**src/rtl/e203_nice_pkg.sv**
```systemverilog
// Shared types and defaults for the NICE long-pipe dispatch/writeback bridge.
package e203_nice_pkg;

  localparam int DEF_ITAG_W      = 2;
  localparam int DEF_DP          = 4;
  localparam int DEF_TO_W        = 16;
  localparam int DEF_TIMEOUT_CYC = 4096;

  typedef logic [DEF_ITAG_W-1:0] itag_t;

  // Width needed to hold an occupancy of 0..dp inclusive.
  function automatic int cnt_w(input int dp);
    return $clog2(dp + 1);
  endfunction

endpackage

```
**src/rtl/e203_nice_itag_queue.sv**
```systemverilog
// In-order ITAG FIFO for outstanding long-pipe instructions; any depth >= 1.
module e203_nice_itag_queue
  import e203_nice_pkg::*;
#(
  parameter  int DP = DEF_DP,
  parameter  int W  = DEF_ITAG_W,
  localparam int CW = cnt_w(DP)
) (
  input  logic          clk,
  input  logic          rst_n,
  input  logic          wen,
  input  logic [W-1:0]  wdat,
  input  logic          ren,
  output logic [W-1:0]  rdat,
  output logic          full,
  output logic          empty,
  output logic [CW-1:0] count
);

  localparam int PW = (DP > 1) ? $clog2(DP) : 1;

  logic [W-1:0]  r_mem [DP];
  logic [PW-1:0] r_wptr;
  logic [PW-1:0] r_rptr;
  logic [CW-1:0] r_cnt;

  // Depth need not be a power of two, so wrap explicitly at the last slot.
  function automatic logic [PW-1:0] ptr_inc(input logic [PW-1:0] p);
    return (p == PW'(DP - 1)) ? '0 : p + 1'b1;
  endfunction

  // NOTE: storage is deliberately not reset; validity is tracked by r_cnt,
  // and rdat is forced to zero while empty so stale entries never leak out.
  always_ff @(posedge clk) begin
    if (wen) r_mem[r_wptr] <= wdat;
  end

  always_ff @(posedge clk) begin
    if (!rst_n) begin
      r_wptr <= '0;
      r_rptr <= '0;
      r_cnt  <= '0;
    end else begin
      if (wen) r_wptr <= ptr_inc(r_wptr);
      if (ren) r_rptr <= ptr_inc(r_rptr);
      case ({wen, ren})
        2'b10:   r_cnt <= r_cnt + 1'b1;
        2'b01:   r_cnt <= r_cnt - 1'b1;
        default: r_cnt <= r_cnt;
      endcase
    end
  end

  assign full  = (r_cnt == CW'(DP));
  assign empty = (r_cnt == '0);
  assign count = r_cnt;
  assign rdat  = empty ? '0 : r_mem[r_rptr];

endmodule

```
**src/rtl/e203_exu_nice_lp.sv**
```systemverilog
// NICE dispatch/writeback bridge: issues long-pipe insns to the coprocessor,
// tracks their ITAGs in order, and watches for responses that never arrive.
module e203_exu_nice_lp
  import e203_nice_pkg::*;
#(
  parameter  int XLEN        = 32,
  parameter  int ITAG_W      = DEF_ITAG_W,
  parameter  int DP          = DEF_DP,
  parameter  int TO_W        = DEF_TO_W,
  parameter  int TIMEOUT_CYC = DEF_TIMEOUT_CYC,
  localparam int CW          = cnt_w(DP)
) (
  input  logic              clk,
  input  logic              rst_n,
  input  logic              nice_i_xs_off,
  input  logic              nice_i_valid,
  output logic              nice_i_ready,
  input  logic [XLEN-1:0]   nice_i_instr,
  input  logic [XLEN-1:0]   nice_i_rs1,
  input  logic [XLEN-1:0]   nice_i_rs2,
  input  logic [ITAG_W-1:0] nice_i_itag,
  output logic              nice_o_longpipe,
  output logic              nice_o_valid,
  input  logic              nice_o_ready,
  output logic              nice_req_valid,
  input  logic              nice_req_ready,
  output logic [XLEN-1:0]   nice_req_instr,
  output logic [XLEN-1:0]   nice_req_rs1,
  output logic [XLEN-1:0]   nice_req_rs2,
  input  logic              nice_rsp_multicyc_valid,
  input  logic              nice_rsp_multicyc_err,
  output logic              nice_rsp_multicyc_ready,
  output logic              nice_o_itag_valid,
  input  logic              nice_o_itag_ready,
  output logic [ITAG_W-1:0] nice_o_itag,
  output logic              nice_o_itag_err,
  output logic [CW-1:0]     nice_o_outstanding,
  output logic              nice_o_idle,
  output logic              nice_o_timeout,
  input  logic              nice_i_timeout_clr
);

  localparam logic [TO_W-1:0] TO_LIM = TO_W'(TIMEOUT_CYC);

  logic w_q_full;
  logic w_q_empty;
  logic w_q_ok;
  logic w_req_rdy_pos;
  logic w_wen;
  logic w_ren;
  logic w_wd_hit;

  logic [TO_W-1:0] r_wd_cnt;
  logic            r_timeout;

  // xs_off insns bypass the coprocessor, so neither queue space nor
  // request readiness may stall them.
  assign w_q_ok        = nice_i_xs_off | ~w_q_full;
  assign w_req_rdy_pos = nice_i_xs_off | nice_req_ready;

  assign nice_req_valid = ~nice_i_xs_off & nice_i_valid & nice_o_ready & ~w_q_full;
  assign nice_i_ready   = w_req_rdy_pos & nice_o_ready & w_q_ok;
  assign nice_o_valid   = nice_i_valid & w_req_rdy_pos & w_q_ok;
  assign nice_o_longpipe = ~nice_i_xs_off;

  assign nice_req_instr = nice_i_instr;
  assign nice_req_rs1   = nice_i_rs1;
  assign nice_req_rs2   = nice_i_rs2;

  assign w_wen = nice_req_valid & nice_req_ready;
  assign w_ren = nice_rsp_multicyc_valid & nice_rsp_multicyc_ready;

  assign nice_rsp_multicyc_ready = nice_o_itag_ready & ~w_q_empty;
  assign nice_o_itag_valid       = ~w_q_empty & nice_rsp_multicyc_valid;
  assign nice_o_itag_err         = nice_rsp_multicyc_err & nice_o_itag_valid;
  assign nice_o_idle             = w_q_empty;

  e203_nice_itag_queue #(
    .DP (DP),
    .W  (ITAG_W)
  ) u_itag_queue (
    .clk   (clk),
    .rst_n (rst_n),
    .wen   (w_wen),
    .wdat  (nice_i_itag),
    .ren   (w_ren),
    .rdat  (nice_o_itag),
    .full  (w_q_full),
    .empty (w_q_empty),
    .count (nice_o_outstanding)
  );

  // Watchdog measures how long the head entry has waited for its response.
  assign w_wd_hit = (TIMEOUT_CYC != 0) && (r_wd_cnt == TO_LIM);

  // NOTE: all sequential state uses non-blocking assignments so every
  // register samples pre-edge values regardless of block ordering.
  always_ff @(posedge clk) begin
    if (!rst_n) begin
      r_wd_cnt <= '0;
    end else if (w_q_empty || w_ren) begin
      r_wd_cnt <= '0;
    end else if (r_wd_cnt != TO_LIM) begin
      r_wd_cnt <= r_wd_cnt + 1'b1;
    end
  end

  always_ff @(posedge clk) begin
    if (!rst_n) begin
      r_timeout <= 1'b0;
    end else if (w_wd_hit) begin
      r_timeout <= 1'b1;
    end else if (nice_i_timeout_clr) begin
      r_timeout <= 1'b0;
    end
  end

  assign nice_o_timeout = r_timeout;

endmodule

```
**config.mk**
```make
export PLATFORM = sky130hd
export DESIGN_NAME = e203_exu_nice_lp
export DESIGN_NICKNAME = d
export VERILOG_FILES = /design/src/rtl/e203_nice_pkg.sv /design/src/rtl/e203_nice_itag_queue.sv /design/src/rtl/e203_exu_nice_lp.sv
export SDC_FILE = /design/constraint.sdc
export NUM_CORES = 1
export LEC_CHECK = 0
export BUFFER_PORTS_ARGS = -buffer_cell sky130_fd_sc_hd__buf_2
export CELL_PAD_IN_SITES_DETAIL_PLACEMENT = 1
export CELL_PAD_IN_SITES_GLOBAL_PLACEMENT = 2
export CORE_UTILIZATION = 17
export DETAILED_ROUTE_END_ITERATION = 6
export GPL_ROUTABILITY_DRIVEN = 0
export PLACE_DENSITY_LB_ADDON = 0.12
export SLEW_MARGIN = 20
export SYNTH_ARGS = -nofsm -noshare
export SYNTH_HDL_FRONTEND = slang
export SYNTH_SLANG_ARGS = --single-unit
```
**constraint.sdc**
```tcl
create_clock -name clk -period 2.1 [get_ports clk]
set_input_delay 0.42 -clock clk [delete_from_list [all_inputs] [get_ports clk]]
set_output_delay 0.42 -clock clk [all_outputs]
set_load 0.005 [all_outputs]
```
==> impl.org <==
** Yosys
- After synthesis, the share of flip-flops with an asynchronous set or reset is 0.
- Of all cell types, the one taking the most synthesized area is sky130_fd_sc_hd__buf_4.
- The number of different library cells used by synthesis comes to 43.
- Of the post-synthesis cell area, the dominant cell type holds 0.293.
- Post-synthesis net count :: 389
- A synthesized cell averages 9.03 sq um.
- The cell count after synthesis came out at 272.
- For this run, the register share of the synthesized area comes to 0.310.
- Commonest cells post-synth :: sky130_fd_sc_hd__buf_4, sky130_fd_sc_hd__dfxtp_1, sky130_fd_sc_hd__inv_1
- Most frequently used cell type in the post-synthesis netlist :: sky130_fd_sc_hd__buf_4
- EDFF count, synth :: 8
- Synth Register Bits :: 34
- Synth Warn # :: 0
- Synth Cell Area :: 2460 sq um
- Leading register cell type out of synthesis :: sky130_fd_sc_hd__dfxtp_1
- In the post-synthesis netlist, the biggest area contributors are sky130_fd_sc_hd__buf_4, sky130_fd_sc_hd__dfxtp_1, sky130_fd_sc_hd__edfxtp_1.

** Worst setup path
- Flop2flop setup slack :: 0.11 ns
- RR Endpoint :: u_itag_queue.count[2]$_SDFFE_PN0P_
- Top fanout value on the critical path :: 5
- By startpoint and endpoint, the worst setup path is classified as reg -> reg.
- Tracing the worst setup path back leads to its startpoint at u_itag_queue.count[0]$_SDFFE_PN0P_.
- Worst setup SP type :: register
- Cell repeated most along the worst path :: sky130_fd_sc_hd__inv_1
- Crit path DAT :: 2.20 ns
- In this run the worst setup path terminates at u_itag_queue.count[2]$_SDFFE_PN0P_.
- Required time of the worst setup path :: 2.31 ns
- List of cells traversed by the critical path :: nor3b_4 > nor4_4 > inv_1 > ha_1 > inv_1 > fa_2 > xor2_1 > or3_1 > a21oi_1
- The worst register-to-register path begins at u_itag_queue.count[0]$_SDFFE_PN0P_.
- Delay of the slowest cell on the worst path :: 0.35 ns
- For the worst flop-to-flop path, the logic depth is 9.
- Critical path buffers and inverters :: 2
- Critical Path End Type :: register
- Among cell families on the critical path, the largest total delay comes from simple AND/OR/NAND/NOR gates.
- In this run the number of cells on the critical path is 9.
- Max stage delay cell, worst path :: sky130_fd_sc_hd__dfxtp_2

** Floorplan
- Number of standard-cell rows in the floorplan :: 43
- Pin placement for this block handled 218 I/O pins.
- Die width :: 122 um
- In this run the vertical extent of the chip is 122 um.
- The initial utilization of the core area, before any placement, comes to 0.176.
- The die covers 14900 sq um.
- The region available for standard cell placement spans 14000 sq um.

** Detailed routing
- After detailed routing, the number of vias per cell comes to 3.78.
- DRT iter0 DRCs :: 20
- Top Layer Used :: met4
- Number of optimization iterations in the first detailed-route pass :: 2
- Total length of routed met2 wires :: 2430 um
- Post-DRT Antenna Nets :: 0
- Summed over all layers, the routed wires come to 4930 um.
- DR DRC count :: 0
- Wirelength per Cell :: 12.5 um
- DR vias :: 1496
- Met3 WL post-DR :: 287 um
- The detailed router put a total of 2110 um of wire on met1.

** Clocking
- In this run the number of H-tree levels came out at 2.
- Clock tree synthesis selected as its root buffer the cell sky130_fd_sc_hd__clkbuf_16.
- In this run, CTS created clock tree buffers numbering 5.
- After clock tree synthesis, the flow added hold-fix buffers numbering 0.
- # clock sinks :: 34
- TritonCTS built the clock tree.
- In this run the deepest clock path goes through 2 buffers.
- Clock-pin slew of the registers on the worst-case setup and hold paths :: 0.05 ns
- Worst skew pair latency :: 0.28 ns

** Global route
- Number of antenna violations at the first check in global routing :: 0
- Across every metal layer, demand over resource in global routing totals 0.0718.
- The number of global-route vias before repair came to 1606.
- For this run the aggregate overflow at the end of global routing stands at 0.
- The first global-routing pass estimated 8220 um of wire.
- Entering global routing, the biggest net connects 14 pins.

** Placement
- Summing all placed instances gives a cell area of 2150 sq um.
- Detailed placement finished with a half-perimeter wire length of 3770 um.
- Port buffering added 25 buffers.

** STA
- Post-route minimum period :: 1.99 ns
- Slew HR :: 0.712
- Final hold analysis gives a worst-case slack of 0.365 ns.
- For this run, the top clock speed supported by timing is 501 MHz.
- The clock arrives with 0.00429 ns of skew.
- RSZ-0062 raised after global routing :: false
- The count of endpoints failing hold in the final timing report was 0.
- Setup violations remaining at the end of the flow were counted as 0.
- The number of max-slew violations in the final report came to 0.
- For the pin with the worst max-slew slack, the measured transition is 0.428 ns.
- Of the available clock period, the critical path in the final layout requires 0.950.

** Power
- Share of total power consumed by net switching :: 0.228
- Of the total power, the clock network draws 0.478.
- Switching power total :: 336 uW
- Leakage power :: 0.000814 uW
- P_int :: 1140 uW
- Worst supply voltage drop on vdd :: 0.000239 V
- For this design the ratio of total power to cell area is 636 nW/um^2.
- Comb power frac :: 0.062
- Part of the power in registers :: 0.460

** Cells and area
- For this run, the share of the core covered by cells in the final layout is 0.166.
- Antenna diode count :: 0
- Share of final-layout standard cells stronger than drive strength 1 :: 0.273
- Total number of nets in the final design :: 332
- The area growth from synthesis to layout is -5.45%.
- The finished cells cover 2320 sq um.

** Hold path
- The worst hold path belongs to the class in -> reg.

** Flow run
- Max Cap Viol :: 0

** Outcome
- Status :: completed
[registers in the layout, indices dropped and copies added, names as in the netlist, named ones only]
register	cells
u_itag_queue.r_rptr	2
u_itag_queue.count	3
u_itag_queue.r_mem	8
u_itag_queue.r_wptr	2
nice_o_timeout	1
r_wd_cnt	16
[cell type report]
cell class / instances / area, sq um
sequential: 34 / 767
tap: 180 / 225
inverter: 16 / 60.1
fill: 1644 / 11700
timing repair buffer: 39 / 230
multi-input combinational: 119 / 905
clock buffer: 5 / 125
clock inverter: 3 / 11.3
[worst min path at each step]
stage	startpoint	end	slack (ns)	cells past startpoint
3_3_place_gp	r_wd_cnt[15]$_SDFFE_PP0N_	r_wd_cnt[15]$_SDFFE_PP0N_	0.48	2
6_report	nice_i_itag[1]	u_itag_queue.r_mem[3][1]$_DFFE_PP_	0.37	1
5_1_grt	nice_i_itag[1]	u_itag_queue.r_mem[3][1]$_DFFE_PP_	0.37	1
4_1_cts	nice_i_itag[1]	u_itag_queue.r_mem[3][1]$_DFFE_PP_	0.36	1
3_5_place_dp	r_wd_cnt[15]$_SDFFE_PP0N_	r_wd_cnt[15]$_SDFFE_PP0N_	0.49	2
2_1_floorplan	r_wd_cnt[15]$_SDFFE_PP0N_	r_wd_cnt[15]$_SDFFE_PP0N_	0.45	2
[per-stage QoR]
stage / total power [uW] / setup WS, ns / cells / TNS (ns)
final: 1480 / 0.106 / 396 / 0
after global routing: 1560 / 0.00312 / 396 / 0
after CTS: 1520 / 0.0429 / 394 / 0
after detailed placement: 788 / -0.105 / 386 / -0.105
after global placement: 790 / -0.0642 / 386 / -0.0642
after floorplan: 887 / 0.0646 / 272 / 0
[what timing repair did]
item	in CTS	in global routing
endpoints found under the setup margin	1	1
gates resized for setup	5	3
buffers inserted	0	2
hold endpoints to repair	0	0
[worst register-to-register path, cell delays in order (launching register included)]
cell                      delay [ns]
sky130_fd_sc_hd__dfxtp_2        0.35
sky130_fd_sc_hd__nor3b_4        0.27
sky130_fd_sc_hd__nor4_4         0.07
sky130_fd_sc_hd__inv_1          0.06
sky130_fd_sc_hd__ha_1           0.16
sky130_fd_sc_hd__inv_1          0.06
sky130_fd_sc_hd__fa_2           0.33
sky130_fd_sc_hd__xor2_1         0.16
sky130_fd_sc_hd__or3_1          0.32
sky130_fd_sc_hd__a21oi_1        0.14
[power groups by stage]
stage	combinational [uW]	clock, uW	sequential [uW]
final	92.1	706	679
after global routing	105	774	680
after CTS	95.3	742	680
after detailed placement	94.4	0	694
after global placement	96.5	0	694
after floorplan	194	0	693
[cells in the final DEF (no fill, tap or decap), types with 2 or more instances in the layout]
cell / n
sky130_fd_sc_hd__a21oi_1: 9
sky130_fd_sc_hd__and2_1: 8
sky130_fd_sc_hd__buf_2: 25
sky130_fd_sc_hd__buf_4: 14
sky130_fd_sc_hd__clkbuf_16: 5
sky130_fd_sc_hd__clkinv_1: 3
sky130_fd_sc_hd__dfxtp_1: 23
sky130_fd_sc_hd__dfxtp_2: 2
sky130_fd_sc_hd__edfxtp_1: 8
sky130_fd_sc_hd__ha_1: 8
sky130_fd_sc_hd__inv_1: 16
sky130_fd_sc_hd__mux2i_1: 7
sky130_fd_sc_hd__mux4_2: 2
sky130_fd_sc_hd__nand2_1: 9
sky130_fd_sc_hd__nand3_1: 13
sky130_fd_sc_hd__nand3b_1: 3
sky130_fd_sc_hd__nor2_1: 5
sky130_fd_sc_hd__nor2b_1: 3
sky130_fd_sc_hd__nor4_1: 5
sky130_fd_sc_hd__o21a_1: 2
sky130_fd_sc_hd__o21ai_0: 7
sky130_fd_sc_hd__o31ai_1: 4
sky130_fd_sc_hd__or3_1: 7
sky130_fd_sc_hd__or4_1: 3
sky130_fd_sc_hd__xor2_1: 3
[logic make-up after synthesis]
family	share of synthesized area
buffers and inverters	0.331
and+or+nand+nor	0.186
muxes	0.0468
xor gates and xnor gates	0.0143
adders and majority gates	0.0489
DFF	0.310
AOI/OAI and AO/OA	0.0636
[layer usage]
metal / GRT usage / up-vias
met2: 0.121 / 41
met5: 0 / -
met3: 0.0279 / 26
met1: 0.0784 / 720
met4: 0.0351 / 0
li1: - / 709
(Power assumes the default switching activity.)
